[src/rtl/snoop_responder_pkg.sv]
// snoop_responder_pkg: shared cache constants, MESI encoding and snoop FSM states
package snoop_responder_pkg;
  localparam int TAG_W = 11;
  localparam int INDEX_W = 15;
  localparam int N_WAYS = 8;
  localparam int LINE_LSB = 6;
  localparam logic [2:0] OP_READ = 3'd1;
  localparam logic [2:0] OP_WRITE = 3'd2;
  localparam logic [2:0] OP_INVALIDATE = 3'd3;
  localparam logic [2:0] OP_RWIM = 3'd4;
  localparam logic [1:0] SR_NOHIT = 2'd0;
  localparam logic [1:0] SR_HIT = 2'd1;
  localparam logic [1:0] SR_HITM = 2'd2;
  localparam logic [2:0] L1_GETLINE = 3'd1;
  localparam logic [2:0] L1_INVALIDATELINE = 3'd3;
  typedef enum logic [1:0] {MESI_I = 2'd0, MESI_S = 2'd1, MESI_E = 2'd2, MESI_M = 2'd3} mesi_t;
  typedef enum logic [2:0] {ST_IDLE, ST_LOOKUP, ST_COMPARE, ST_GETL, ST_WB, ST_INVL, ST_UPD, ST_RESP} snoop_st_t;
endpackage

[src/rtl/snoop_way_match.sv]
// snoop_way_match: combinational tag compare over all ways, lowest valid matching way wins
module snoop_way_match
  import snoop_responder_pkg::*;
#(
  parameter int NB_TAG = TAG_W,
  parameter int WAYS = N_WAYS
) (
  input  logic [WAYS*NB_TAG-1:0]   tags,
  input  logic [2*WAYS-1:0]        states,
  input  logic [NB_TAG-1:0]        tag,
  output logic                     hit,
  output logic [$clog2(WAYS)-1:0]  way,
  output mesi_t                    state,
  output logic                     multi_hit
);
  always_comb begin
    hit = 1'b0;
    way = '0;
    state = MESI_I;
    multi_hit = 1'b0;
    for (int w = 0; w < WAYS; w++)
      if (tags[w*NB_TAG +: NB_TAG] == tag && states[2*w +: 2] != 2'(MESI_I)) begin
        multi_hit = multi_hit || hit;
        if (!hit) begin
          way = w[$clog2(WAYS)-1:0];
          state = mesi_t'(states[2*w +: 2]);
        end
        hit = 1'b1;
      end
  end
endmodule

[src/rtl/snoop_responder.sv]
// snoop_responder: bus-side L2 snoop responder (lookup, L1 recall, writeback, MESI update)
module snoop_responder
  import snoop_responder_pkg::*;
#(
  parameter int NB_TAG = TAG_W,
  parameter int NB_INDEX = INDEX_W,
  parameter int WAYS = N_WAYS
) (
  input  logic                     clk,
  input  logic                     rst,
  input  logic                     snoop_valid,
  output logic                     snoop_ready,
  input  logic [2:0]               snoop_op,
  input  logic [31:0]              snoop_addr,
  output logic                     ts_rd_en,
  output logic [NB_INDEX-1:0]      ts_index,
  input  logic [WAYS*NB_TAG-1:0]   ts_rd_tags,
  input  logic [WAYS*2-1:0]        ts_rd_states,
  output logic                     ts_wr_en,
  output logic [$clog2(WAYS)-1:0]  ts_wr_way,
  output logic [1:0]               ts_wr_state,
  output logic                     l1_msg_valid,
  output logic [2:0]               l1_msg,
  output logic [31:0]              l1_msg_addr,
  input  logic                     l1_msg_ack,
  output logic                     wb_valid,
  output logic [31:0]              wb_addr,
  input  logic                     wb_ready,
  output logic                     snoop_result_valid,
  output logic [1:0]               snoop_result,
  output logic                     protocol_err
);
  localparam int NB_WAY = $clog2(WAYS);
  snoop_st_t r_st, w_nxt, w_after_getl, w_after_wb, w_after_inv;
  logic [2:0] r_op;
  logic [31:0] r_addr, w_line;
  logic r_getl, r_wb, r_invl, r_upd;
  mesi_t r_new, w_ms;
  logic [NB_WAY-1:0] r_way, w_way;
  logic [1:0] r_res, r_last, w_res;
  logic w_hit, w_multi, w_rd, w_wr, w_inv, w_rwim, w_m, w_es;
  logic w_getl, w_wb, w_invl, w_upd, w_err, w_fg, w_fw, w_fi, w_fu;
  snoop_way_match #(.NB_TAG(NB_TAG), .WAYS(WAYS)) u_match (
    .tags(ts_rd_tags),
    .states(ts_rd_states),
    .tag(r_addr[31 -: NB_TAG]),
    .hit(w_hit),
    .way(w_way),
    .state(w_ms),
    .multi_hit(w_multi)
  );
  always_comb begin
    w_rd = r_op == OP_READ;
    w_wr = r_op == OP_WRITE;
    w_inv = r_op == OP_INVALIDATE;
    w_rwim = r_op == OP_RWIM;
    w_m = w_hit && w_ms == MESI_M;
    w_es = w_hit && (w_ms == MESI_E || w_ms == MESI_S);
    w_getl = w_m && (w_rd || w_rwim);
    w_wb = w_getl;
    w_invl = (w_rwim && w_hit) || (w_inv && w_es);
    w_upd = (w_rd && w_hit && w_ms != MESI_S) || w_invl;
    w_err = w_multi || (w_wr && w_hit) || (w_inv && w_m) || !(w_rd || w_wr || w_inv || w_rwim);
    w_res = (w_rd || w_rwim || w_inv) && w_hit ? (w_m ? SR_HITM : SR_HIT) : SR_NOHIT;
    w_fg = r_st == ST_COMPARE ? w_getl : r_getl;
    w_fw = r_st == ST_COMPARE ? w_wb : r_wb;
    w_fi = r_st == ST_COMPARE ? w_invl : r_invl;
    w_fu = r_st == ST_COMPARE ? w_upd : r_upd;
    w_after_inv = w_fu ? ST_UPD : ST_RESP;
    w_after_wb = w_fi ? ST_INVL : w_after_inv;
    w_after_getl = w_fw ? ST_WB : w_after_wb;
    w_nxt = r_st;
    case (r_st)
      ST_IDLE:    w_nxt = snoop_valid ? ST_LOOKUP : ST_IDLE;
      ST_LOOKUP:  w_nxt = ST_COMPARE;
      ST_COMPARE: w_nxt = w_fg ? ST_GETL : w_after_getl;
      ST_GETL:    w_nxt = l1_msg_ack ? w_after_getl : ST_GETL;
      ST_WB:      w_nxt = wb_ready ? w_after_wb : ST_WB;
      ST_INVL:    w_nxt = l1_msg_ack ? w_after_inv : ST_INVL;
      ST_UPD:     w_nxt = ST_RESP;
      default:    w_nxt = ST_IDLE;
    endcase
  end
  assign w_line = r_addr & ~32'h3f;
  assign snoop_ready = r_st == ST_IDLE;
  assign ts_rd_en = r_st == ST_LOOKUP;
  assign ts_index = r_addr[LINE_LSB +: NB_INDEX];
  assign ts_wr_en = r_st == ST_UPD;
  assign ts_wr_way = ts_wr_en ? r_way : '0;
  assign ts_wr_state = ts_wr_en ? r_new : MESI_I;
  assign l1_msg_valid = r_st == ST_GETL || r_st == ST_INVL;
  assign l1_msg = r_st == ST_GETL ? L1_GETLINE : r_st == ST_INVL ? L1_INVALIDATELINE : 3'd0;
  assign l1_msg_addr = l1_msg_valid ? w_line : 32'd0;
  assign wb_valid = r_st == ST_WB;
  assign wb_addr = wb_valid ? w_line : 32'd0;
  assign snoop_result_valid = r_st == ST_RESP;
  assign snoop_result = snoop_result_valid ? r_res : r_last;
  assign protocol_err = r_st == ST_COMPARE && w_err;
  always_ff @(posedge clk)
    if (rst) begin
      r_st <= ST_IDLE;
      r_op <= '0;
      r_addr <= '0;
      r_getl <= 1'b0;
      r_wb <= 1'b0;
      r_invl <= 1'b0;
      r_upd <= 1'b0;
      r_new <= MESI_I;
      r_way <= '0;
      r_res <= SR_NOHIT;
      r_last <= SR_NOHIT;
    end else begin
      r_st <= w_nxt;
      if (r_st == ST_IDLE && snoop_valid) begin
        r_op <= snoop_op;
        r_addr <= snoop_addr;
      end
      if (r_st == ST_COMPARE) begin
        r_getl <= w_getl;
        r_wb <= w_wb;
        r_invl <= w_invl;
        r_upd <= w_upd;
        r_new <= w_rd ? MESI_S : MESI_I;
        r_way <= w_way;
        r_res <= w_res;
      end
      if (r_st == ST_RESP) r_last <= r_res;
    end
endmodule
[config.mk]
export PLATFORM = sky130hd
export DESIGN_NAME = snoop_responder
export DESIGN_NICKNAME = d
export VERILOG_FILES = /design/src/rtl/snoop_responder_pkg.sv /design/src/rtl/snoop_way_match.sv /design/src/rtl/snoop_responder.sv
export SDC_FILE = /design/constraint.sdc
export NUM_CORES = 1
export LEC_CHECK = 0
export ABC_AREA = 1
export CAP_MARGIN = 20
export CORE_ASPECT_RATIO = 1.75
export CORE_MARGIN = 4
export CORE_UTILIZATION = 40
export DETAILED_ROUTE_END_ITERATION = 8
export PLACE_DENSITY = 0.8
export SYNTH_ARGS = -nofsm -noshare
export SYNTH_HDL_FRONTEND = slang
export SYNTH_SLANG_ARGS = --single-unit
[constraint.sdc]
create_clock -name clk -period 6 [get_ports clk]
set_input_delay 0.9 -clock clk [delete_from_list [all_inputs] [get_ports clk]]
set_output_delay 0.9 -clock clk [all_outputs]
set_load 0.005 [all_outputs]
==> results of run 1 <==
-- state kept, by name (all words and copies together), names as in the netlist --
| name | cells |
|---|---|
| r_addr | 26 |
| r_op | 3 |
| r_st | 3 |
| r_way | 3 |
| r_last | 2 |
| r_res | 2 |
| r_getl | 1 |
| r_invl | 1 |
| r_new | 1 |
| r_upd | 1 |
| r_wb | 1 |
-- worst reg2reg max path, cell delays in order, from the launching register on --
cell and delay [ns]:
dfxtp_1 0.63, inv_2 0.25, nand2_1 0.15, nand4_1 0.09
nor3_1 0.24, nand3_1 0.24, nand2_1 0.13, nor2_1 0.08
nand2_1 0.06, nand2_1 0.05, inv_1 0.04, nand2_1 0.05
nand2_1 0.05, nand2_1 0.06, a21oi_1 0.19, ha_1 0.18
inv_1 0.06, nor2_1 0.22, nand3_4 0.12, nand2_2 0.08
inv_2 0.04, nand2_1 0.04, nand2_1 0.04, nand2_1 0.07
a21oi_2 0.05
-- synth_stat cells, drive strengths merged --
cell     count
nand2      296
inv        161
nor2       141
buf         45
a21oi       44
dfxtp       44
o21ai       44
nand3       34
clkbuf      16
xnor2       12
nor3        10
nand4        9
a31oi        5
or2          5
a211oi       3
nand3b       3
ha           2
nor3b        2
o2111ai      2
o211ai       2
a221oi       1
a41oi        1
and2         1
conb         1
nor4         1
o22ai        1
xor2         1
-- per-layer routing --
metal | up-vias | part of all wire
met1 | 2579 | 0.36
met3 | 42 | 0.071
met2 | 235 | 0.52
met4 | 0 | 0.047
met5 | - | 0
li1 | 3002 | -
-- area by class of cell --
type                       count  area (sq um)  area share
antenna                        1          2.50    0.000354
multi-input combinational    634          2980       0.422
timing repair buffer         221          2210       0.314
sequential                    44           881       0.125
inverter                     161           629      0.0891
tap                          165           206      0.0292
clock buffer                   8           146      0.0207
-- path summary, 6_finish.rpt --
| kind | from | endpoint | slack [ns] | depth (start not counted) |
|---|---|---|---|---|
| worst max-delay path | ts_rd_tags[28] | protocol_err | 0.91 | 23 |
| worst min-delay path | r_res[1] | r_res[1] | 0.48 | 2 |
| worst max register to register | r_addr[30] | r_st[1] | 2.65 | 24 |
| worst min register to register | r_res[1] | r_res[1] | 0.48 | 2 |
-- metrics by stage --
| step | cells | util | area [sq um] |
|---|---|---|---|
| floorplan | 900 | - | 4920 |
| global placement | 1224 | 0.575 | 6900 |
| detailed placement | 1224 | 0.575 | 6900 |
| CTS | 1232 | 0.587 | 7040 |
| global route | 1234 | 0.588 | 7060 |
| finish | 1234 | 0.588 | 7060 |
-- kinds of logic after synthesis --
kind of cell,Yosys count,synth area share
compound gates,103,0.116
buf+inv,222,0.218
flops,44,0.181
xor+xnor,13,0.0234
other cells,1,0.000770
fa+ha+maj,2,0.00514
simple gates,502,0.456
-- power breakdown --
| group | switching [W] | internal (W) |
|---|---|---|
| Clock | 0.000108 | 0.000166 |
| Combinational | 0.000631 | 0.000470 |
| Sequential | 0.000145 | 0.000381 |
| Total | 0.000885 | 0.00102 |
==> flow_summary_export.csv, run 1 <==
group,metric,value,unit
global_route,grt_first_pass_wirelength,28000,um
die,start_util,0.406,
timing,rsz0062_at_grt,"no",
worst_hold_path,worst_hold_path_type,"reg -> reg",
clock_network,h-tree-depth,2,
routing,wirelength,18100,um
finish,n_fill_cell,1141,
placed_design,pre_cts_ws,0.957,ns
setup_path,max_stage_delay,0.54,ns
setup_path,critPathSlowestCell,"clkdlybuf4s50_1",
run,cap_violations,0,
timing,max_freq,0.197,GHz
yosys,synth_top_cell_by_area,"nand2_1",
timing,skew,0.00329,ns
global_route,antenna_found_initial,1,
timing,finalSetupViolCount,0,
routing,first_pass_iters,5,
timing,hold_viol_final,0,
routing,drt_first_iter_violations,269,
global_route,met3_usage,0.0509,
yosys,netlist_instances,887,
setup_path,crit_path_frequent_cell,"nand2_1",
yosys,yosysWarningCount,0,
clock_network,path_clk_slew,0.06,ns
setup_path,critical_path_buf_inv_count,6,
clock_network,postCtsSetupBuffers,0,
power_and_ir_drop,power,0.00190,W
timing,maxSlewHeadroom,0.377,
timing,finalSetupTns,0,ns
clock_network,worstSkewPairLatency,0.28,ns
yosys,avgSynthCellArea,5.49,sq um
yosys,synth_top_area_frac,0.212,
setup_path,cp-end-kind,"primary output",
global_route,use_met1,0.263,
global_route,grt_use_met2,0.465,
yosys,synth_area,4870,sq um
clock_network,clockRootBuffer,"clkbuf_16",
setup_path,crit_family,"buffers and inverters",
timing,drv_slew,0,
die,fp.dieH,154,um
clock_network,clock-sinks,44,
routing,drt-wirelength-per-cell,14.7,um
die,rows,53,
timing,fin_crit,5.09,ns
die,core,12000,sq um
setup_path,cp_max_fo,6,
placed_design,portBuffers,219,
power_and_ir_drop,power_leakage,3.39,nW
routing,drcViolationCount,0,
yosys,synth_seq_area_share,0.181,
yosys,ys_top_cells_by_area,"nand2_1 21%, dfxtp_1 18%, inv_1 11%",
timing,min_period_over_period,0.848,
run_status,status,"finished clean",
die,die_width,91.4,um
routing,vias,5858,
finish,mostFrequentLayoutCells,"275 x nand2_1, 219 x clkdlybuf4s50_1, 141 x inv_1",
setup_path,criticalPathCategory,"in -> out",
finish,final_common_cell,"nand2_1",
yosys,ys_ff_latch,44,
global_route,grt_max_degree,55,
finish,drive_gt1_frac,0.0721,
yosys,synth.distinct_cells,48,
finish,nets,1213,
global_route,busiest_layer,"met2",
global_route,overflow,0,
timing,tightest_slew,0.933,ns
clock_network,cts_buffer_depth,2,
global_route,grt_pass1_vias,5454,
die,io_pins,240,
power_and_ir_drop,max-vdd-ir-drop,0.000227,V
die,dieArea,14100,sq um
clock_network,cts_tree,"yes",
setup_path,cp.required,5.10,ns
clock_network,cts_made_buffers,5,
routing,ant_nets,0,
timing,fin_hold_ws,0.475,ns
power_and_ir_drop,cellPowerDensity,269,nW/um^2
setup_path,crit_path_cell_trace,"clkdlybuf4s50_1, nand2_1, nand2_1, nand2_1, nor2_1, nand3_2, nand2_4, nor2_8, inv_2, nor2_2, inv_2, nand2_1, inv_1, nand2_1, nand2_1, nand2_1, a21oi_1, ha_1, inv_1, o21ai_0, a31oi_1, a31oi_1, clkdlybuf4s50_1",
clock_network,ctsHoldBuffers,0,
timing,fin_ws,0.914,ns
setup_path,cp-start-kind,"input pin",
clock_network,cts_resized,0,
placed_design,place_congestion,0.942,
global_route,grtUsageTotal,0.251,
routing,viasPerCell,4.75,
setup_path,arrival,4.19,ns
placed_design,hpwl,14600,um
finish,area_growth,45.0,%
No activity file was read; power rests on OpenSTA's default activity.
==> run 2, diff against run 1 <==
==> constraint.sdc (replaced) <==
create_clock -name clk -period 4.9 [get_ports clk]
set_input_delay 0.735 -clock clk [delete_from_list [all_inputs] [get_ports clk]]
set_output_delay 0.735 -clock clk [all_outputs]
set_load 0.005 [all_outputs]
==> run 2 against run 1 <==
Final cell count grew 0.32%. Register-to-register slack got worse by 1.0 ns. Critical path depth fell by 3. Utilization up 0.68 points. Largest power group unchanged. Routed wire length up 0.95%. Count of clock-buffer cells in the layout is 1 lower. Global-route usage is 0.35 points higher. Clock skew grew 0.0024 ns. Sequential share of layout area down 0.14 points. Non-clock buffer count rose by 4. Worst setup slack worse by 0.65 ns. Highest routed layer unchanged. Clock power grew 50%.
==> flow_summary_export.csv, run 2 (synthesis results as in run 1) <==
group,metric,value,unit
timing,drv_slew,0,
setup_path,crit_path_cell_trace,"clkdlybuf4s50_1, nor2_1, a21oi_1, nand3_1, nor2_1, nand3_1, nand4_1, nor2_1, nor2_1, nand2_1, nand2_1, nand2_1, nand2_1, a21oi_1, ha_1, inv_1, o21ai_0, a31oi_1, a31oi_1, clkdlybuf4s50_1",
finish,mostFrequentLayoutCells,"275 x nand2_1, 219 x clkdlybuf4s50_1, 141 x inv_1",
die,io_pins,240,
finish,area_growth,46.6,%
timing,fin_hold_ws,0.473,ns
setup_path,cp-start-kind,"input pin",
setup_path,criticalPathCategory,"in -> out",
finish,drive_gt1_frac,0.0802,
timing,fin_crit,4.64,ns
power_and_ir_drop,max-vdd-ir-drop,0.000365,V
global_route,grtUsageTotal,0.254,
global_route,grt_max_degree,55,
clock_network,cts_tree,"yes",
setup_path,cp-end-kind,"primary output",
setup_path,worstSetupEndpoint,"protocol_err",
routing,vias,5873,
clock_network,path_clk_slew,0.06,ns
setup_path,r2r-end,"r_st[1]",
die,core,12000,sq um
routing,drt_first_iter_violations,187,
placed_design,place_congestion,0.965,
die,fp.dieH,154,um
timing,min_period_over_period,0.947,
finish,top_register,"r_addr",
routing,first_pass_iters,6,
timing,maxSlewHeadroom,0.358,
setup_path,r2r_start,"r_addr[23]",
setup_path,max_stage_delay,0.54,ns
clock_network,h-tree-depth,2,
setup_path,cp-startpoint,"ts_rd_states[0]",
timing,rsz0062_at_grt,"no",
power_and_ir_drop,power_leakage,3.44,nW
clock_network,cts_made_buffers,5,
setup_path,cp_max_fo,5,
run_status,status,"finished clean",
setup_path,critPathSlowestCell,"clkdlybuf4s50_1",
setup_path,cp.required,4.16,ns
routing,drcViolationCount,0,
timing,max_freq,0.216,GHz
clock_network,clock-sinks,44,
routing,viasPerCell,4.74,
placed_design,hpwl,14800,um
finish,n_fill_cell,1206,
routing,ant_nets,0,
setup_path,r2r_cells,28,
run,cap_violations,0,
clock_network,cts_buffer_depth,2,
global_route,antenna_found_initial,1,
placed_design,portBuffers,219,
clock_network,worstSkewPairLatency,0.29,ns
die,die_width,91.4,um
global_route,overflow,0,
setup_path,reg2reg_slack,1.60,ns
die,rows,53,
timing,finalSetupTns,0,ns
clock_network,postCtsSetupBuffers,0,
finish,nets,1217,
finish,final_common_cell,"nand2_1",
clock_network,clockRootBuffer,"clkbuf_16",
timing,tightest_slew,0.960,ns
timing,skew,0.00570,ns
routing,wirelength,18300,um
setup_path,arrival,3.90,ns
timing,finalSetupViolCount,0,
power_and_ir_drop,cellPowerDensity,339,nW/um^2
finish,largest_reg_flops,26,
routing,drt-wirelength-per-cell,14.8,um
die,start_util,0.406,
worst_hold_path,worst_hold_path_type,"reg -> reg",
global_route,grt_first_pass_wirelength,28400,um
finish,utilization,0.595,
die,dieArea,14100,sq um
global_route,grt_pass1_vias,5757,
timing,hold_viol_final,0,
-- run 2: cell type report --
cell class	count	area [sq um]	area share
inverters	161	629	0.0881
clock buffers	7	153	0.0214
well taps	165	206	0.0289
clock inverters	1	30.0	0.00420
repair buffers	225	2240	0.314
diodes	1	2.50	0.000350
flip-flops and latches	44	881	0.123
multi-input cells	634	3000	0.419
-- run 2: worst min-delay path by stage --
| stage | startpoint | endpoint | slack, ns | cells after the start |
|---|---|---|---|---|
| finish | r_res[1] | r_res[1] | 0.47 | 2 |
| global route | r_res[1] | r_res[1] | 0.51 | 2 |
| CTS | r_res[1] | r_res[1] | 0.47 | 2 |
| detailed placement | r_res[1] | r_res[1] | 0.46 | 2 |
| global placement | r_res[1] | r_res[1] | 0.46 | 2 |
| floorplan | r_way[1] | r_way[1] | 0.44 | 2 |
-- run 2: repair_timing --
item	in CTS	in global routing
endpoints found under the setup margin	0	1
gates resized for setup	0	3
hold buffers	0	0
-- run 2: stage by stage --
step	power [W]	instance area (sq um)	cells	worst slack, ns
6_report	0.00242	7140	1238	0.260
2_1_floorplan	0.00155	4920	900	1.60
5_1_grt	0.00262	7140	1238	0.000834
4_1_cts	0.00242	7110	1236	0.261
3_5_place_dp	0.00200	6930	1228	0.271
3_3_place_gp	0.00198	6930	1228	0.303
-- run 2: critical path, delay by kind of cell --
kind / cells / cell delay (ns)
AOI/OAI and AO/OA: 5 / 0.73
adders and majority gates: 1 / 0.18
buffers and inverters: 3 / 1.03
and+or+nand+nor: 11 / 1.22
-- run 2: layer usage --
metal	GRT usage	vias up	part of all wire	wire length (um)
li1	-	3007	-	-
met1	0.258	2570	0.36	6560
met2	0.464	241	0.51	9350
met3	0.0529	55	0.070	1280
met4	0.159	0	0.060	1100
met5	0	-	0	0
-- run 2: where the power goes --
| part | switching [W] | internal (W) | total (W) | leakage [nW] |
|---|---|---|---|---|
| combinational | 0.000803 | 0.000586 | 0.00139 | 2.99 |
| clock | 0.000142 | 0.000269 | 0.000410 | 0.0901 |
| sequential | 0.000157 | 0.000466 | 0.000623 | 0.362 |
==> run 3, diff against run 2 <==
--- a/config.mk
+++ b/config.mk
@@ -9,9 +9,9 @@
 export CAP_MARGIN = 20
 export CORE_ASPECT_RATIO = 1.75
 export CORE_MARGIN = 4
-export CORE_UTILIZATION = 40
+export CORE_UTILIZATION = 42
 export DETAILED_ROUTE_END_ITERATION = 8
-export PLACE_DENSITY = 0.8
+export PLACE_DENSITY = 0.83
 export SYNTH_ARGS = -nofsm -noshare
 export SYNTH_HDL_FRONTEND = slang
 export SYNTH_SLANG_ARGS = --single-unit
==> run 3 against run 2 <==
Register-to-register slack better by 0.02 ns. Worst setup slack better by 0.044 ns. Sequential share of layout area up 0.12 points. Critical endpoint unchanged. Non-clock buffer count up 2. Critical path type unchanged. Highest routed layer unchanged. Maximum frequency up 0.97%.
==> flow_summary_export.csv, run 3 (synthesis results as in run 1) <==
group,metric,value,unit
run_status,status,"finished clean",
power_and_ir_drop,power_leakage,3.43,nW
die,die_width,89.4,um
finish,mostFrequentLayoutCells,"275 x nand2_1, 219 x clkdlybuf4s50_1, 141 x inv_1",
setup_path,criticalPathCategory,"in -> out",
power_and_ir_drop,max-vdd-ir-drop,0.000266,V
placed_design,place_congestion,0.978,
clock_network,h-tree-depth,2,
setup_path,arrival,3.86,ns
global_route,grt_first_pass_wirelength,27600,um
die,start_util,0.434,
clock_network,cts_made_buffers,5,
die,rows,51,
die,dieArea,13500,sq um
timing,fin_crit,4.60,ns
timing,min_period_over_period,0.938,
routing,drt-wirelength-per-cell,15.0,um
global_route,overflow,0,
finish,largest_reg_flops,26,
placed_design,portBuffers,219,
die,fp.dieH,150,um
routing,wirelength,18000,um
timing,skew,0.00191,ns
placed_design,dp.cells,1197,
setup_path,cp-end-kind,"primary output",
timing,maxSlewHeadroom,0.298,
routing,drt_first_iter_violations,238,
placed_design,hpwl,14600,um
routing,vias,5900,
die,core,11200,sq um
clock_network,path_clk_slew,0.06,ns
timing,finalSetupViolCount,0,
clock_network,worstSkewPairLatency,0.28,ns
clock_network,cts_buffer_depth,2,
finish,drive_gt1_frac,0.0801,
clock_network,postCtsSetupBuffers,0,
finish,n_antenna_cell,0,
finish,final_common_cell,"nand2_1",
routing,ant_nets,0,
timing,drv_slew,0,
global_route,antenna_found_initial,0,
worst_hold_path,holdPathStages,2,
timing,max_freq,0.218,GHz
global_route,grtUsageTotal,0.269,
finish,n_fill_cell,1099,
power_and_ir_drop,cellPowerDensity,333,nW/um^2
timing,rsz0062_at_grt,"no",
clock_network,cts_tree,"yes",
routing,drcViolationCount,0,
timing,hold_viol_final,0,
setup_path,cp-start-kind,"input pin",
finish,fin_cells,1206,
worst_hold_path,worst_hold_path_type,"reg -> reg",
routing,first_pass_iters,7,
routing,viasPerCell,4.89,
setup_path,cp_max_fo,3,
timing,finalSetupTns,0,ns
clock_network,clock-sinks,44,
finish,nets,1219,
global_route,grt_max_degree,38,
global_route,grt_pass1_vias,5676,
run,cap_violations,0,
setup_path,cp.required,4.16,ns
setup_path,r2r_cells,24,
die,io_pins,240,
timing,tightest_slew,1.05,ns
finish,area_growth,45.2,%
clock_network,clockRootBuffer,"clkbuf_16",
finish,top_register,"r_addr",
[run 3: cell type report]
type	instances	area, sq um	share of cell area
well taps	132	165	0.0234
clock buffers	8	146	0.0207
inverters	161	629	0.0890
flip-flops and latches	44	881	0.125
repair buffers	227	2260	0.319
multi-input cells	634	2990	0.423
[run 3: through the flow]
step / util / worst slack, ns / cell area [sq um] / hold WS (ns) / power (W)
after floorplan: - / 1.60 / 4920 / 0.444 / 0.00155
after global placement: 0.614 / 0.268 / 6900 / 0.456 / 0.00198
after detailed placement: 0.614 / 0.216 / 6900 / 0.473 / 0.00200
after CTS: 0.627 / 0.214 / 7050 / 0.483 / 0.00235
after global routing: 0.630 / 0.0380 / 7070 / 0.509 / 0.00254
final: 0.630 / 0.305 / 7070 / 0.478 / 0.00235
[run 3: layer usage]
| layer | global-route usage | vias to the layer above | part of all wire |
|---|---|---|---|
| met1 | 0.265 | 2585 | 0.35 |
| met3 | 0.0674 | 60 | 0.086 |
| met4 | 0.156 | 0 | 0.062 |
| met2 | 0.489 | 243 | 0.50 |
| met5 | 0 | - | 0 |
| li1 | - | 3012 | - |
[run 3: worst max-delay path, cell delays in order]
cell             delay, ns
clkdlybuf4s50_1       0.48
inv_1                 0.04
nand2_1               0.08
nand4_1               0.11
nor3_1                0.28
nand3_1               0.23
nand2_1               0.12
nor2_1                0.07
nand2_1               0.06
nand2_1               0.05
inv_1                 0.04
nand2_1               0.04
nand2_1               0.05
nand2_1               0.07
a21oi_2               0.15
ha_1                  0.16
inv_1                 0.06
o21ai_0               0.14
a31oi_1               0.12
a31oi_1               0.22
clkdlybuf4s50_1       0.54
[run 3: final timing paths]
path	start	endpoint	slack, ns
setup reg to reg	r_addr[28]	r_st[1]	1.62
setup / recovery	ts_rd_tags[17]	protocol_err	0.30
hold reg to reg	r_res[1]	r_res[1]	0.48
hold / removal	r_res[1]	r_res[1]	0.48
[run 3: where the power goes]
part           switching, W  internal [W]
Combinational      0.000802      0.000593
Clock              0.000136      0.000204
Sequential         0.000152      0.000466
Total               0.00109       0.00126
[run 3: repair_timing]
| item | in CTS | in global routing |
|---|---|---|
| hold buffers | 0 | 0 |
| setup endpoints to repair | 0 | 1 |
| hold endpoints to repair | 0 | 0 |
| gates resized for setup | 0 | 3 |
